===== src/rtl/uart_elf_loader.sv =====
// uart_elf_loader
// Receives firmware sections over a UART 8N1 line (address, length, payload)
// and writes each payload into RAM with single-beat AXI4 writes. Raises a
// sticky done flag on the zero-length terminator section, or a sticky error
// flag on a framing error, an overrun, a bad header or an error response.
module uart_elf_loader #(
    parameter int          AXI_DATA_WIDTH = 64,
    parameter int          AXI_ADDR_WIDTH = 64,
    parameter logic [31:0] RAM_BASE       = 32'h8000_0000,
    parameter logic [31:0] RAM_LENGTH     = 32'h0010_0000,
    parameter int          CLKS_PER_BIT   = 434
) (
    input  logic                          clk,
    input  logic                          rst_n,
    input  logic                          rx,
    output logic [AXI_ADDR_WIDTH-1:0]     aw_addr_o,
    output logic [2:0]                    aw_size_o,
    output logic                          aw_valid_o,
    input  logic                          aw_ready_i,
    output logic [AXI_DATA_WIDTH-1:0]     w_data_o,
    output logic [AXI_DATA_WIDTH/8-1:0]   w_strb_o,
    output logic                          w_last_o,
    output logic                          w_valid_o,
    input  logic                          w_ready_i,
    input  logic [1:0]                    b_resp_i,
    input  logic                          b_valid_i,
    output logic                          b_ready_o,
    output logic                          busy_o,
    output logic                          done_o,
    output logic                          err_o
);

    localparam int NB    = AXI_DATA_WIDTH / 8;
    localparam int IDX_W = (NB > 1) ? $clog2(NB) : 1;
    localparam int CNT_W = $clog2(CLKS_PER_BIT + 1);

    localparam logic [CNT_W-1:0] HALF_BIT   = CNT_W'(CLKS_PER_BIT / 2);
    localparam logic [CNT_W-1:0] LAST_TICK  = CNT_W'(CLKS_PER_BIT - 1);
    localparam logic [IDX_W-1:0] LAST_LANE  = IDX_W'(NB - 1);
    localparam logic [31:0]      ALIGN_MASK = 32'(NB - 1);
    // One past the last writable byte, kept 33 bits wide so nothing wraps.
    localparam logic [32:0]      RAM_END    = {1'b0, RAM_BASE} + {1'b0, RAM_LENGTH};

    typedef enum logic [1:0] {
        RX_IDLE,
        RX_START,
        RX_DATA,
        RX_STOP
    } rx_state_t;

    typedef enum logic [2:0] {
        HDR,
        CHECK,
        DATA,
        AW_W,
        RESP,
        DONE,
        ERR
    } state_t;

    // ------------------------------------------------------------------
    // Declarations
    // ------------------------------------------------------------------
    logic             rx_meta_reg;
    logic             rx_sync_reg;
    rx_state_t        rx_state_reg;
    logic [CNT_W-1:0] rx_cnt_reg;
    logic [2:0]       rx_bit_reg;
    logic [7:0]       rx_shift_reg;

    logic             hold_valid_reg;
    logic [7:0]       hold_data_reg;

    logic             stop_sample;
    logic             frame_err;
    logic             overrun;
    logic             rx_fault;
    logic             consume;

    state_t                  state_reg,     state_next;
    logic [63:0]             hdr_reg,       hdr_next;
    logic [2:0]              hdr_cnt_reg,   hdr_cnt_next;
    logic [31:0]             addr_reg,      addr_next;
    logic [31:0]             remaining_reg, remaining_next;
    logic [IDX_W-1:0]        byte_idx_reg,  byte_idx_next;
    logic [AXI_DATA_WIDTH-1:0] buf_data_reg, buf_data_next;
    logic [NB-1:0]           buf_strb_reg,  buf_strb_next;
    logic                    aw_pend_reg,   aw_pend_next;
    logic                    w_pend_reg,    w_pend_next;

    logic [31:0]  hdr_addr;
    logic [31:0]  hdr_len;
    logic [32:0]  hdr_end;
    logic         hdr_bad;
    logic [NB-1:0] lane_sel;

    // ------------------------------------------------------------------
    // RX front end
    // ------------------------------------------------------------------

    // Two-flop synchroniser for the asynchronous serial line (idles high).
    always_ff @(posedge clk or negedge rst_n) begin
        if (!rst_n) begin
            rx_meta_reg <= 1'b1;
            rx_sync_reg <= 1'b1;
        end else begin
            rx_meta_reg <= rx;
            rx_sync_reg <= rx_meta_reg;
        end
    end

    // Bit-timing engine: start bit re-checked mid-bit, then data and stop
    // bits sampled once per bit period at the same phase.
    always_ff @(posedge clk or negedge rst_n) begin
        if (!rst_n) begin
            rx_state_reg <= RX_IDLE;
            rx_cnt_reg   <= '0;
            rx_bit_reg   <= '0;
            rx_shift_reg <= '0;
        end else begin
            case (rx_state_reg)
                RX_IDLE: begin
                    if (!rx_sync_reg) begin
                        rx_state_reg <= RX_START;
                        rx_cnt_reg   <= '0;
                    end
                end
                RX_START: begin
                    if (rx_cnt_reg == HALF_BIT) begin
                        rx_cnt_reg   <= '0;
                        rx_bit_reg   <= '0;
                        // A start bit that is high again was only a glitch.
                        rx_state_reg <= rx_sync_reg ? RX_IDLE : RX_DATA;
                    end else begin
                        rx_cnt_reg <= rx_cnt_reg + CNT_W'(1);
                    end
                end
                RX_DATA: begin
                    if (rx_cnt_reg == LAST_TICK) begin
                        rx_cnt_reg   <= '0;
                        rx_shift_reg <= {rx_sync_reg, rx_shift_reg[7:1]};
                        rx_bit_reg   <= rx_bit_reg + 3'd1;
                        if (rx_bit_reg == 3'd7) begin
                            rx_state_reg <= RX_STOP;
                        end
                    end else begin
                        rx_cnt_reg <= rx_cnt_reg + CNT_W'(1);
                    end
                end
                RX_STOP: begin
                    if (rx_cnt_reg == LAST_TICK) begin
                        rx_cnt_reg   <= '0;
                        rx_state_reg <= RX_IDLE;
                    end else begin
                        rx_cnt_reg <= rx_cnt_reg + CNT_W'(1);
                    end
                end
                default: rx_state_reg <= RX_IDLE;
            endcase
        end
    end

    assign stop_sample = (rx_state_reg == RX_STOP) && (rx_cnt_reg == LAST_TICK);
    assign consume     = hold_valid_reg && ((state_reg == HDR) || (state_reg == DATA));
    assign frame_err   = stop_sample && !rx_sync_reg;
    // A byte landing on an unconsumed one is lost; a same-cycle consume frees the slot.
    assign overrun     = stop_sample && rx_sync_reg && hold_valid_reg && !consume;
    assign rx_fault    = frame_err || overrun;

    // One-byte holding register between the receiver and the loader FSM.
    always_ff @(posedge clk or negedge rst_n) begin
        if (!rst_n) begin
            hold_valid_reg <= 1'b0;
            hold_data_reg  <= '0;
        end else if (stop_sample && rx_sync_reg) begin
            hold_valid_reg <= 1'b1;
            hold_data_reg  <= rx_shift_reg;
        end else if (consume) begin
            hold_valid_reg <= 1'b0;
        end
    end

    // ------------------------------------------------------------------
    // Loader FSM
    // ------------------------------------------------------------------
    assign hdr_addr = hdr_reg[31:0];
    assign hdr_len  = hdr_reg[63:32];
    assign hdr_end  = {1'b0, hdr_addr} + {1'b0, hdr_len};
    assign hdr_bad  = ((hdr_addr & ALIGN_MASK) != 32'd0) ||
                      (hdr_addr < RAM_BASE) ||
                      (hdr_end > RAM_END);

    // Decode of the word lane the next payload byte lands in.
    generate
        for (genvar gi = 0; gi < NB; gi++) begin : g_lane
            assign lane_sel[gi] = (byte_idx_reg == IDX_W'(gi));
        end
    endgenerate

    // State and datapath registers.
    always_ff @(posedge clk or negedge rst_n) begin
        if (!rst_n) begin
            state_reg     <= HDR;
            hdr_reg       <= '0;
            hdr_cnt_reg   <= '0;
            addr_reg      <= '0;
            remaining_reg <= '0;
            byte_idx_reg  <= '0;
            buf_data_reg  <= '0;
            buf_strb_reg  <= '0;
            aw_pend_reg   <= 1'b0;
            w_pend_reg    <= 1'b0;
        end else begin
            state_reg     <= state_next;
            hdr_reg       <= hdr_next;
            hdr_cnt_reg   <= hdr_cnt_next;
            addr_reg      <= addr_next;
            remaining_reg <= remaining_next;
            byte_idx_reg  <= byte_idx_next;
            buf_data_reg  <= buf_data_next;
            buf_strb_reg  <= buf_strb_next;
            aw_pend_reg   <= aw_pend_next;
            w_pend_reg    <= w_pend_next;
        end
    end

    // Next-state logic: header collection, range check, word packing and
    // the AXI write/response sequence.
    always_comb begin
        state_next     = state_reg;
        hdr_next       = hdr_reg;
        hdr_cnt_next   = hdr_cnt_reg;
        addr_next      = addr_reg;
        remaining_next = remaining_reg;
        byte_idx_next  = byte_idx_reg;
        buf_data_next  = buf_data_reg;
        buf_strb_next  = buf_strb_reg;
        aw_pend_next   = aw_pend_reg;
        w_pend_next    = w_pend_reg;

        case (state_reg)
            HDR: begin
                if (consume) begin
                    // Little-endian fields: shifting in from the top leaves
                    // the address in [31:0] and the length in [63:32].
                    hdr_next     = {hold_data_reg, hdr_reg[63:8]};
                    hdr_cnt_next = hdr_cnt_reg + 3'd1;
                    if (hdr_cnt_reg == 3'd7) begin
                        state_next = CHECK;
                    end
                end
            end
            CHECK: begin
                if (hdr_len == 32'd0) begin
                    state_next = DONE;
                end else if (hdr_bad) begin
                    state_next = ERR;
                end else begin
                    state_next     = DATA;
                    addr_next      = hdr_addr;
                    remaining_next = hdr_len;
                    byte_idx_next  = '0;
                    buf_data_next  = '0;
                    buf_strb_next  = '0;
                end
            end
            DATA: begin
                if (consume) begin
                    for (int k = 0; k < NB; k++) begin
                        if (lane_sel[k]) begin
                            buf_data_next[8*k +: 8] = hold_data_reg;
                            buf_strb_next[k]        = 1'b1;
                        end
                    end
                    remaining_next = remaining_reg - 32'd1;
                    byte_idx_next  = byte_idx_reg + IDX_W'(1);
                    if ((byte_idx_reg == LAST_LANE) || (remaining_reg == 32'd1)) begin
                        state_next   = AW_W;
                        aw_pend_next = 1'b1;
                        w_pend_next  = 1'b1;
                    end
                end
            end
            AW_W: begin
                // AW and W complete independently; leave once both are taken.
                aw_pend_next = aw_pend_reg && !aw_ready_i;
                w_pend_next  = w_pend_reg && !w_ready_i;
                if (!aw_pend_next && !w_pend_next) begin
                    state_next = RESP;
                end
            end
            RESP: begin
                if (b_valid_i) begin
                    if (b_resp_i != 2'b00) begin
                        state_next = ERR;
                    end else begin
                        addr_next     = addr_reg + 32'(NB);
                        byte_idx_next = '0;
                        buf_data_next = '0;
                        buf_strb_next = '0;
                        state_next    = (remaining_reg != 32'd0) ? DATA : HDR;
                    end
                end
            end
            DONE: state_next = DONE;
            ERR:  state_next = ERR;
            default: state_next = ERR;
        endcase

        // Receiver faults halt the loader unless it has already stopped.
        if (rx_fault && (state_reg != DONE) && (state_reg != ERR)) begin
            state_next = ERR;
        end
        if (state_next == ERR) begin
            aw_pend_next = 1'b0;
            w_pend_next  = 1'b0;
        end
    end

    // ------------------------------------------------------------------
    // Outputs
    // ------------------------------------------------------------------
    assign aw_addr_o  = AXI_ADDR_WIDTH'(addr_reg);
    assign aw_size_o  = 3'($clog2(NB));
    assign aw_valid_o = aw_pend_reg;
    assign w_data_o   = buf_data_reg;
    assign w_strb_o   = buf_strb_reg;
    assign w_last_o   = 1'b1;
    assign w_valid_o  = w_pend_reg;
    assign b_ready_o  = (state_reg == RESP);
    assign busy_o     = ((state_reg == HDR) && (hdr_cnt_reg != 3'd0)) ||
                        (state_reg == CHECK) || (state_reg == DATA) ||
                        (state_reg == AW_W)  || (state_reg == RESP);
    assign done_o     = (state_reg == DONE);
    assign err_o      = (state_reg == ERR);

endmodule


===== config.mk =====
export PLATFORM = sky130hd
export DESIGN_NAME = uart_elf_loader
export DESIGN_NICKNAME = d
export VERILOG_FILES = /design/src/rtl/uart_elf_loader.sv
export SDC_FILE = /design/constraint.sdc
export NUM_CORES = 1
export LEC_CHECK = 0
export BUFFER_PORTS_ARGS = -buffer_cell sky130_fd_sc_hd__buf_2
export CAP_MARGIN = 20
export CORE_UTILIZATION = 50
export CTS_CLUSTER_DIAMETER = 100
export DETAILED_ROUTE_END_ITERATION = 7
export PLACE_DENSITY = 0.7
export SLEW_MARGIN = 10
export SYNTH_ARGS = -nofsm -noshare
export SYNTH_HDL_FRONTEND = slang
export SYNTH_SLANG_ARGS = --single-unit

===== constraint.sdc =====
create_clock -name clk -period 6.3 [get_ports clk]
set_input_delay 0.945 -clock clk [delete_from_list [all_inputs] [get_ports clk]]
set_output_delay 0.945 -clock clk [all_outputs]
set_load 0.02 [all_outputs]

==> results of run 1 <==
[through the flow]
step | cells | power, mW | hold WS [ps] | instance area [um^2]
after floorplan | 1449 | 1.64 | 345 | 13900
after global placement | 1801 | 1.66 | 346 | 14400
after detailed placement | 1801 | 1.66 | 349 | 14400
after CTS | 1847 | 3.07 | 359 | 15200
after global routing | 1848 | 3.14 | 363 | 15200
final | 1849 | 3.06 | 357 | 15200
[placed cells by master, fill, tap and decap left out, types with 26 or more instances in the layout]
cell / synthesis / final
a22o_1: 71 / 71
nor4_1: 27 / 27
nand2_1: 129 / 128
dfrtp_1: 242 / 242
o21ai_0: 74 / 74
a21oi_1: 98 / 97
buf_2: 12 / 116
clkbuf_16: 0 / 26
conb_1: 2 / 36
nand3_1: 57 / 57
inv_1: 27 / 27
ha_1: 48 / 48
nor2_1: 82 / 82
nor3_1: 35 / 35
mux2_2: 84 / 84
[worst max path at each step]
stage,startpoint,endpoint,slack (ps),cells past startpoint
2_1_floorplan,hdr_reg[32]$_DFFE_PN0P_,byte_idx_reg[2]$_DFFE_PN0P_,2680,13
3_3_place_gp,hdr_reg[32]$_DFFE_PN0P_,w_data_o[4]$_DFFE_PN0P_,1620,13
3_5_place_dp,hdr_reg[32]$_DFFE_PN0P_,w_data_o[28]$_DFFE_PN0P_,1650,13
4_1_cts,hdr_reg[32]$_DFFE_PN0P_,w_data_o[29]$_DFFE_PN0P_,1580,13
5_1_grt,hdr_reg[32]$_DFFE_PN0P_,w_data_o[56]$_DFFE_PN0P_,1280,13
6_report,hdr_reg[54]$_DFFE_PN0P_,w_data_o[29]$_DFFE_PN0P_,1520,12
[power breakdown]
| group | internal, mW | leakage, nW | switching, mW |
|---|---|---|---|
| sequential | 1.57 | 3.21 | 0.00141 |
| clock | 0.811 | 0.383 | 0.619 |
| combinational | 0.00464 | 3.47 | 0.0511 |
| total | 2.38 | 7.06 | 0.672 |
[critical path: cells and delay by family, from the launching register on]
| family | cells | cell delay [ps] |
|---|---|---|
| AND/OR/NAND/NOR | 2 | 740 |
| flip-flops | 1 | 480 |
| adder cells (fa/ha/maj) | 1 | 450 |
| buffers and inverters | 1 | 300 |
| AO/OA/AOI/OAI | 8 | 2680 |
[layer usage]
metal	global-route usage [%]	wire [um]	part of all wire, %
met1	40.2	17500	44
met5	0	0	0
met2	43.9	18100	45
met4	10.8	1590	4.0
met3	3.90	2670	6.7
[cell families after synthesis]
group           count (synthesis)  synth area share, %
buf+inv                       146                 5.16
xor+xnor                       20                 1.28
fa+ha+maj                      49                 4.52
other cells                     2               0.0547
compound gates                433                 21.9
mux                            89                 7.26
flops                         244                 44.5
simple gates                  432                 15.4
[final cells by class]
| type | instances | area share, % |
|---|---|---|
| Antenna cell | 1 | 0.0165 |
| Clock buffer | 39 | 4.86 |
| Clock inverter | 7 | 0.362 |
| Inverter | 27 | 0.666 |
| Multi-Input combinational cell | 1059 | 46.4 |
| Sequential cell | 244 | 40.2 |
| Tap cell | 341 | 2.81 |
| Timing Repair Buffer | 131 | 4.69 |
==> flow_summary.json, run 1 <==
{
  "status": "finished, final reports clean",
  "syn_inst": 1415,
  "die_w_um": 168,
  "crit_top_cell": "a21oi_1",
  "clock_latency_ps": 540,
  "ys_async_sr_fraction_pct": 100,
  "grt_pass1_wl_mm": 62.5,
  "yosysTopAreaCell": "dfrtp_1",
  "path_clk_slew_ps": 60,
  "ant_nets": 0,
  "max_freq_mhz": 209,
  "ys_top_cells_by_count": "dfrtp_1, nand2_1, a21oi_1",
  "synth.top_cell.area_share_pct": 44.1,
  "fin_nets": 1546,
  "p_per_area_nw_per_um2": 201,
  "path_max_fanout": 15,
  "cts_sinks": 244,
  "synth.avg_cell_area_um2": 9.71,
  "ios": 154,
  "htreeDepth": 1,
  "period_minus_slack_ps": 4780,
  "avgViaCountPerCell": 6.33,
  "worstSetupPathType": "flop to flop",
  "cp_slowest_cell": "o41ai_4",
  "finalWorstSetupSlack_ps": 1520,
  "crit_arrival_ps": 5190,
  "dr.first_iter.drc_count": 1137,
  "place_congestion": 0.924,
  "worstMarginPinSlew_ps": 1130,
  "fin_tns_setup_ps": 0,
  "worstPathRequired_ps": 6710,
  "cts_resized": 0,
  "fill_cells": 2356,
  "yosys_warnings": 0,
  "finalHoldViolations": 0,
  "gr-total-overflow": 0,
  "ys_ff_latch": 244,
  "reg2reg_depth": 12,
  "port_buffers": 117,
  "final.setup_skew_ps": 27.9,
  "cts_tree": "done",
  "grt_pass1_vias": 10900,
  "dp_hpwl_mm": 28.0,
  "cp-end-kind": "flop",
  "peakVddDrop_v": 0.000191,
  "multiInputGateArea_um2": 7060,
  "first_pass_iters": 5,
  "grt_setup_unrepaired": "false",
  "hold_end": "rx_sync_reg$_DFF_PN1_",
  "antenna_found_initial": 1,
  "root_buffer": "clkbuf_16",
  "r2r_start": "hdr_reg[54]$_DFFE_PN0P_",
  "areaGrowthSynthToFinish_pct": 10.7,
  "drc": 0,
  "slew_viol_final": 0,
  "drive_gt1_share_pct": 18.7,
  "power.leakage_nw": 7.06,
  "drv_cap": 0,
  "min-delay-start": "rx_meta_reg$_DFF_PN1_",
  "rows": 60,
  "path_cells": "ha_1 -> a21oi_1 -> o21ai_1 -> o31ai_1 -> a211o_1 -> a21oi_1 -> nand3b_1 -> or4_4 -> o41ai_4 -> buf_4 -> o22ai_2 -> a22o_1",
  "setup_violations": 0,
  "min_period_over_period_pct": 75.9,
  "synth.distinct_cells": 81,
  "synth_area_leaders": "dfrtp_1, mux2_2, a22o_1",
  "initial_core_util_pct": 51.0,
  "synth_edf_count": 0,
  "die_h_um": 168,
  "grt_max_degree": 140,
  "cts_hold_buf": 0,
  "cts_buffer_depth": 3,
  "holdPathStages": 0,
  "synth_ff_type": "dfrtp_1",
  "core_um2": 27000,
  "cts_buffers": 26,
  "synthMostInstantiatedCell": "dfrtp_1",
  "ys_seq_area_share_pct": 44.5,
  "pre_cts_ws_ps": 1650,
  "max_stage_delay_ps": 860,
  "worstSetupStartpointType": "flop",
  "syn_area_um2": 13700,
  "wl_per_cell_um": 21.6,
  "via_count": 11700,
  "reg2reg_to": "w_data_o[29]$_DFFE_PN0P_",
  "seq_area_um2": 6110,
  "utilization_pct": 56.4,
  "totalWireLength_mm": 39.9,
  "r2r_slack_ps": 1520,
  "hp-class": "flop to flop",
  "slew_headroom_pct": 24.5,
  "die_area_um2": 28100,
  "post_cts_buffers": 0,
  "track_usage_pct": 28.3
}
No activity file was read; power rests on OpenSTA's default activity.
==> run 2: changes to the inputs <==
- ABC_AREA: unset -> 1
- PLACE_DENSITY: 0.7 -> 0.69
- clock period: 6.3 -> 4.7 ns (I/O delays scaled with it)
==> flow_summary.json, run 2 <==
{
  "die_area_um2": 31400,
  "reg2reg_to": "addr_reg[12]$_DFFE_PN0P_",
  "finalHoldViolations": 0,
  "ys_ff_latch": 244,
  "ys_async_sr_fraction_pct": 100,
  "share_comb_of_total_power_pct": 1.7,
  "totalWireLength_mm": 44.1,
  "peakVddDrop_v": 0.000249,
  "grt_setup_unrepaired": "false",
  "worstPathRequired_ps": 5110,
  "fin_nets": 2302,
  "synth_ff_type": "dfrtp_1",
  "ys_seq_area_share_pct": 39.8,
  "ys_top_cells_by_count": "nand2_1, inv_1, dfrtp_1",
  "htreeDepth": 1,
  "root_buffer": "clkbuf_16",
  "r2r_slack_ps": 610,
  "r2r_start": "hdr_reg[32]$_DFFE_PN0P_",
  "hp-class": "input port to async pin",
  "crit_arrival_ps": 4500,
  "gr-total-overflow": 0,
  "dp_hpwl_mm": 32.2,
  "final.setup_skew_ps": 28.3,
  "avgViaCountPerCell": 5.40,
  "yosysTopAreaCell": "dfrtp_1",
  "synth.top_cell.area_share_pct": 39.5,
  "ant_nets": 0,
  "slew_headroom_pct": 34.4,
  "dr.first_iter.drc_count": 1209,
  "period_minus_slack_ps": 4090,
  "status": "finished, final reports clean",
  "slew_viol_final": 0,
  "reg2reg_depth": 22,
  "p_seq_share_pct": 48.0,
  "layout_commonest_cell": "nand2_1",
  "worstMarginPinSlew_ps": 981,
  "sw_frac_of_total_pct": 21.3,
  "power.leakage_nw": 9.38,
  "synthMostInstantiatedCell": "nand2_1",
  "cts_buffer_depth": 3,
  "grt_max_degree": 104,
  "path_max_fanout": 34,
  "grt_pass1_vias": 13300,
  "synth_area_leaders": "dfrtp_1, nand2_1, inv_1",
  "drv_cap": 0,
  "antenna_found_initial": 0,
  "grt_pass1_wl_mm": 70.4,
  "p_per_area_nw_per_um2": 258,
  "ios": 154,
  "cts_sinks": 244,
  "areaGrowthSynthToFinish_pct": 10.6,
  "yosys_warnings": 0,
  "core_um2": 30000,
  "post_cts_buffers": 0,
  "die_h_um": 177,
  "cp-end-kind": "flop",
  "via_count": 14300,
  "cts_buffers": 26,
  "mostFrequentLayoutCells": "nand2_1, inv_1, dfrtp_1, nor2_1, nand4_1",
  "clock_latency_ps": 550,
  "port_buffers": 117,
  "synth.distinct_cells": 55,
  "clkPwrFrac_pct": 50.3,
  "track_usage_pct": 28.3,
  "wl_per_cell_um": 16.6,
  "cts_tree": "done",
  "place_congestion": 0.969,
  "p_total_mw": 4.38,
  "synth_edf_count": 0,
  "setup_violations": 0,
  "p_sw_mw": 0.934,
  "first_pass_iters": 5,
  "die_w_um": 177,
  "rows": 63,
  "syn_area_um2": 15300,
  "initial_core_util_pct": 51.2,
  "antenna_cells": 0,
  "drive_gt1_share_pct": 10.2,
  "worstSetupPathType": "flop to flop",
  "worstSetupStartpointType": "flop",
  "syn_inst": 2155,
  "fin_tns_setup_ps": 0,
  "synth.avg_cell_area_um2": 7.12,
  "path_clk_slew_ps": 70,
  "max_freq_mhz": 244,
  "p_int_mw": 3.45,
  "cts_hold_buf": 0,
  "min_period_over_period_pct": 87.1,
  "cts_resized": 0,
  "drc": 0
}
run 2: worst max-delay path by stage:
stage                                 start                  endpoint  slack, ps  depth (start not counted)
floorplan            hdr_reg[0]$_DFFE_PN0P_  addr_reg[24]$_DFFE_PN0P_       1890                         24
global placement    hdr_reg[32]$_DFFE_PN0P_  addr_reg[23]$_DFFE_PN0P_        680                         22
detailed placement  hdr_reg[32]$_DFFE_PN0P_  addr_reg[12]$_DFFE_PN0P_        620                         22
CTS                 hdr_reg[32]$_DFFE_PN0P_  addr_reg[12]$_DFFE_PN0P_        610                         22
global route        hdr_reg[32]$_DFFE_PN0P_  addr_reg[29]$_DFFE_PN0P_        140                         22
finish              hdr_reg[32]$_DFFE_PN0P_  addr_reg[12]$_DFFE_PN0P_        610                         22
run 2: per-layer routing:
layer,part of all wire (%),global-route usage [%]
met4,3.3,9.52
met2,48,47.5
met3,5.3,2.73
met5,0,0
met1,44,38.1
run 2: logic make-up (layout without fill, tap and decap cells):
kind of cell             after synthesis  count (layout)  share of synthesized area, %
flip-flops                           244             244                          39.8
buffers and inverters                374             449                          10.8
other                                  2              36                        0.0489
AO/OA/AOI/OAI                        233             233                          8.12
adder cells (fa/ha/maj)               49              49                          4.04
XOR/XNOR                              40              40                          2.28
AND/OR/NAND/NOR                     1200            1200                          34.1
multiplexers                          13              13                         0.872
run 2: power by group through the flow:
| stage | clock network, mW | logic, mW | registers (mW) |
|---|---|---|---|
| after CTS | 2.24 | 0.0765 | 2.10 |
| after global placement | 0 | 0.0757 | 2.14 |
| after floorplan | 0 | 0.0493 | 2.14 |
| final | 2.21 | 0.0740 | 2.10 |
| after detailed placement | 0 | 0.0766 | 2.14 |
| after global routing | 2.32 | 0.0866 | 2.10 |
run 2: cell type report:
type | instances | area (um^2)
timing repair buffer | 131 | 713
inverter | 271 | 1020
clock buffer | 35 | 714
sequential | 244 | 6110
fill | 2829 | 13000
clock inverter | 12 | 203
multi-input combinational | 1571 | 7740
tap | 390 | 488
run 2: stage by stage:
| step | hold WS [ps] | std cells | worst slack [ps] | utilization, % | instance area, um^2 |
|---|---|---|---|---|---|
| final | 226 | 2654 | 607 | 56.7 | 17000 |
| after global routing | 240 | 2654 | 142 | 56.7 | 17000 |
| after CTS | 235 | 2654 | 614 | 56.7 | 17000 |
| after detailed placement | 348 | 2607 | 625 | 53.6 | 16100 |
| after global placement | 347 | 2607 | 684 | 53.6 | 16100 |
| after floorplan | 345 | 2189 | 1890 | - | 15500 |
run 2: worst max-delay path, stage by stage, from the launching register on:
cell and delay [ps]:
dfrtp_1 470, ha_1 300, fa_1 400, nand2_1 120
nand2_1 90, nand3_1 90, nand2_1 100, nand2_1 70
nand2_1 120, nand2_1 160, nand2_1 100, nand2_1 80
nand2_1 50, nor2_1 120, nand2_1 60, nor2_1 90
nand3_1 80, nand2_1 140, nand2_2 80, nand2_4 330
nand3_2 590, nand2_1 220, nand2_1 70
==> run 3: changes to the inputs <==
- RECOVER_POWER: unset -> 50
==> flow_summary.json, run 3 (synthesis gave the netlist of run 2 again) <==
{
  "status": "finished, violations left",
  "violations": "max-capacitance violations, max-slew violations",
  "worstMarginPinSlew_ps": 2810,
  "ios": 154,
  "whs_ps": 253,
  "slew_headroom_pct": -87.2,
  "final.setup_skew_ps": 27.8,
  "die_h_um": 177,
  "pre_cts_ws_ps": 625,
  "track_usage_pct": 28.3,
  "antenna_found_initial": 0,
  "cp-end-kind": "flop",
  "max_freq_mhz": 245,
  "cts_buffer_depth": 3,
  "port_buffers": 117,
  "mostFrequentLayoutCells": "nand2_1, inv_1, dfrtp_1, nor2_1, nand4_1",
  "drc": 0,
  "worstPathRequired_ps": 5110,
  "post_cts_buffers": 0,
  "wl_per_cell_um": 16.6,
  "path_max_fanout": 34,
  "initial_core_util_pct": 51.2,
  "p_int_mw": 3.45,
  "slew_viol_final": 104,
  "grt_max_degree": 104,
  "die_w_um": 177,
  "gr-total-overflow": 0,
  "critPathTopFamily": "simple AND/OR/NAND/NOR gates",
  "power.leakage_nw": 9.20,
  "final_cells": 2654,
  "fin_tns_setup_ps": 0,
  "clkPwrFrac_pct": 50.4,
  "root_buffer": "clkbuf_16",
  "setup_violations": 0,
  "path_cells": "ha_1 -> fa_1 -> nand2_1 -> nand2_1 -> nand3_1 -> nand2_1 -> nand2_1 -> nand2_1 -> nand2_1 -> nand2_1 -> nand2_1 -> nand2_1 -> nor2_1 -> nand2_1 -> nor2_1 -> nand3_1 -> nand2_1 -> nand2_2 -> nand2_4 -> nand3_2 -> nand2_1 -> nand2_1",
  "p_sw_mw": 0.933,
  "clock_latency_ps": 550,
  "avgViaCountPerCell": 5.41,
  "max_stage_delay_ps": 600,
  "grt_pass1_vias": 13300,
  "numPlacedInstances": 2607,
  "crit_arrival_ps": 4490,
  "totalWireLength_mm": 44.1,
  "drv_cap": 1,
  "grt_pass1_wl_mm": 70.4,
  "place_congestion": 0.969,
  "core_um2": 30000,
  "layout_commonest_cell": "nand2_1",
  "crit_top_cell": "nand2_1",
  "sw_frac_of_total_pct": 21.3,
  "path_clk_slew_ps": 60,
  "die_area_um2": 31400,
  "htreeDepth": 1,
  "p_total_mw": 4.38,
  "finalWorstSetupSlack_ps": 617,
  "worstSetupPathType": "flop to flop",
  "areaGrowthSynthToFinish_pct": 10.2,
  "period_minus_slack_ps": 4080,
  "antenna_cells": 0,
  "cp_slowest_cell": "nand3_2",
  "r2r_slack_ps": 620,
  "dp_hpwl_mm": 32.2,
  "design_area_um2": 16900,
  "cts_hold_buf": 0,
  "rows": 63,
  "share_comb_of_total_power_pct": 1.7,
  "min_period_over_period_pct": 86.9,
  "utilization_pct": 56.5,
  "grt_setup_unrepaired": "false",
  "placed_area_um2": 16100,
  "worstSetupStartpointType": "flop",
  "critPathBufInv": 0,
  "finalHoldViolations": 0,
  "dr.first_iter.drc_count": 1165,
  "drive_gt1_share_pct": 8.61,
  "ant_nets": 0,
  "fin_nets": 2302,
  "p_seq_share_pct": 48.0,
  "cts_resized": 0,
  "p_per_area_nw_per_um2": 259,
  "peakVddDrop_v": 0.000249,
  "first_pass_iters": 5,
  "via_count": 14400,
  "cts_sinks": 244,
  "cts_buffers": 26,
  "cts_tree": "done",
  "hp-class": "input port to flop"
}
## run 3: cell count changes in the layout (fill, tap and decap cells not counted)
cell,before,now
clkbuf_2,0,4
nand2_4,4,3
clkbuf_1,6,41
buf_4,13,10
buf_2,116,81
nand2_1,721,722
buf_8,1,0
## run 3: cell type report
cell class,count,area (um^2)
Clock buffer,35,714
Clock inverter,12,203
Fill cell,2853,13000
Inverter,271,1020
Multi-Input combinational cell,1571,7730
Sequential cell,244,6110
Tap cell,390,488
Timing Repair Buffer,131,652
## run 3: worst paths after layout
| check | start | endpoint | cells after the start |
|---|---|---|---|
| max reg2reg | hdr_reg[32]$_DFFE_PN0P_ | addr_reg[12]$_DFFE_PN0P_ | 22 |
| max in group asynchronous | rst_n | w_data_o[59]$_DFFE_PN0P_ | 2 |
| min in group asynchronous | rst_n | remaining_reg[9]$_DFFE_PN0P_ | 1 |
| min reg2reg | rx_meta_reg$_DFF_PN1_ | rx_sync_reg$_DFF_PN1_ | 0 |
| max | hdr_reg[32]$_DFFE_PN0P_ | addr_reg[12]$_DFFE_PN0P_ | 22 |
| min | rx | rx_meta_reg$_DFF_PN1_ | 1 |
## run 3: routing by layer
layer  GRT usage, %  vias up  part of all wire (%)
li1               -     7061                     -
met1           38.1     6798                    44
met2           47.5      423                    48
met3           2.73       80                   5.1
met4           9.52        0                   3.2
met5              0        -                     0
## run 3: power groups by stage
stage                     Clock [mW]  Sequential [mW]  Combinational [mW]
final                           2.21             2.10              0.0725
after CTS                       2.24             2.10              0.0765
after floorplan                    0             2.14              0.0493
after detailed placement           0             2.14              0.0766
after global routing            2.32             2.10              0.0847
after global placement             0             2.14              0.0757
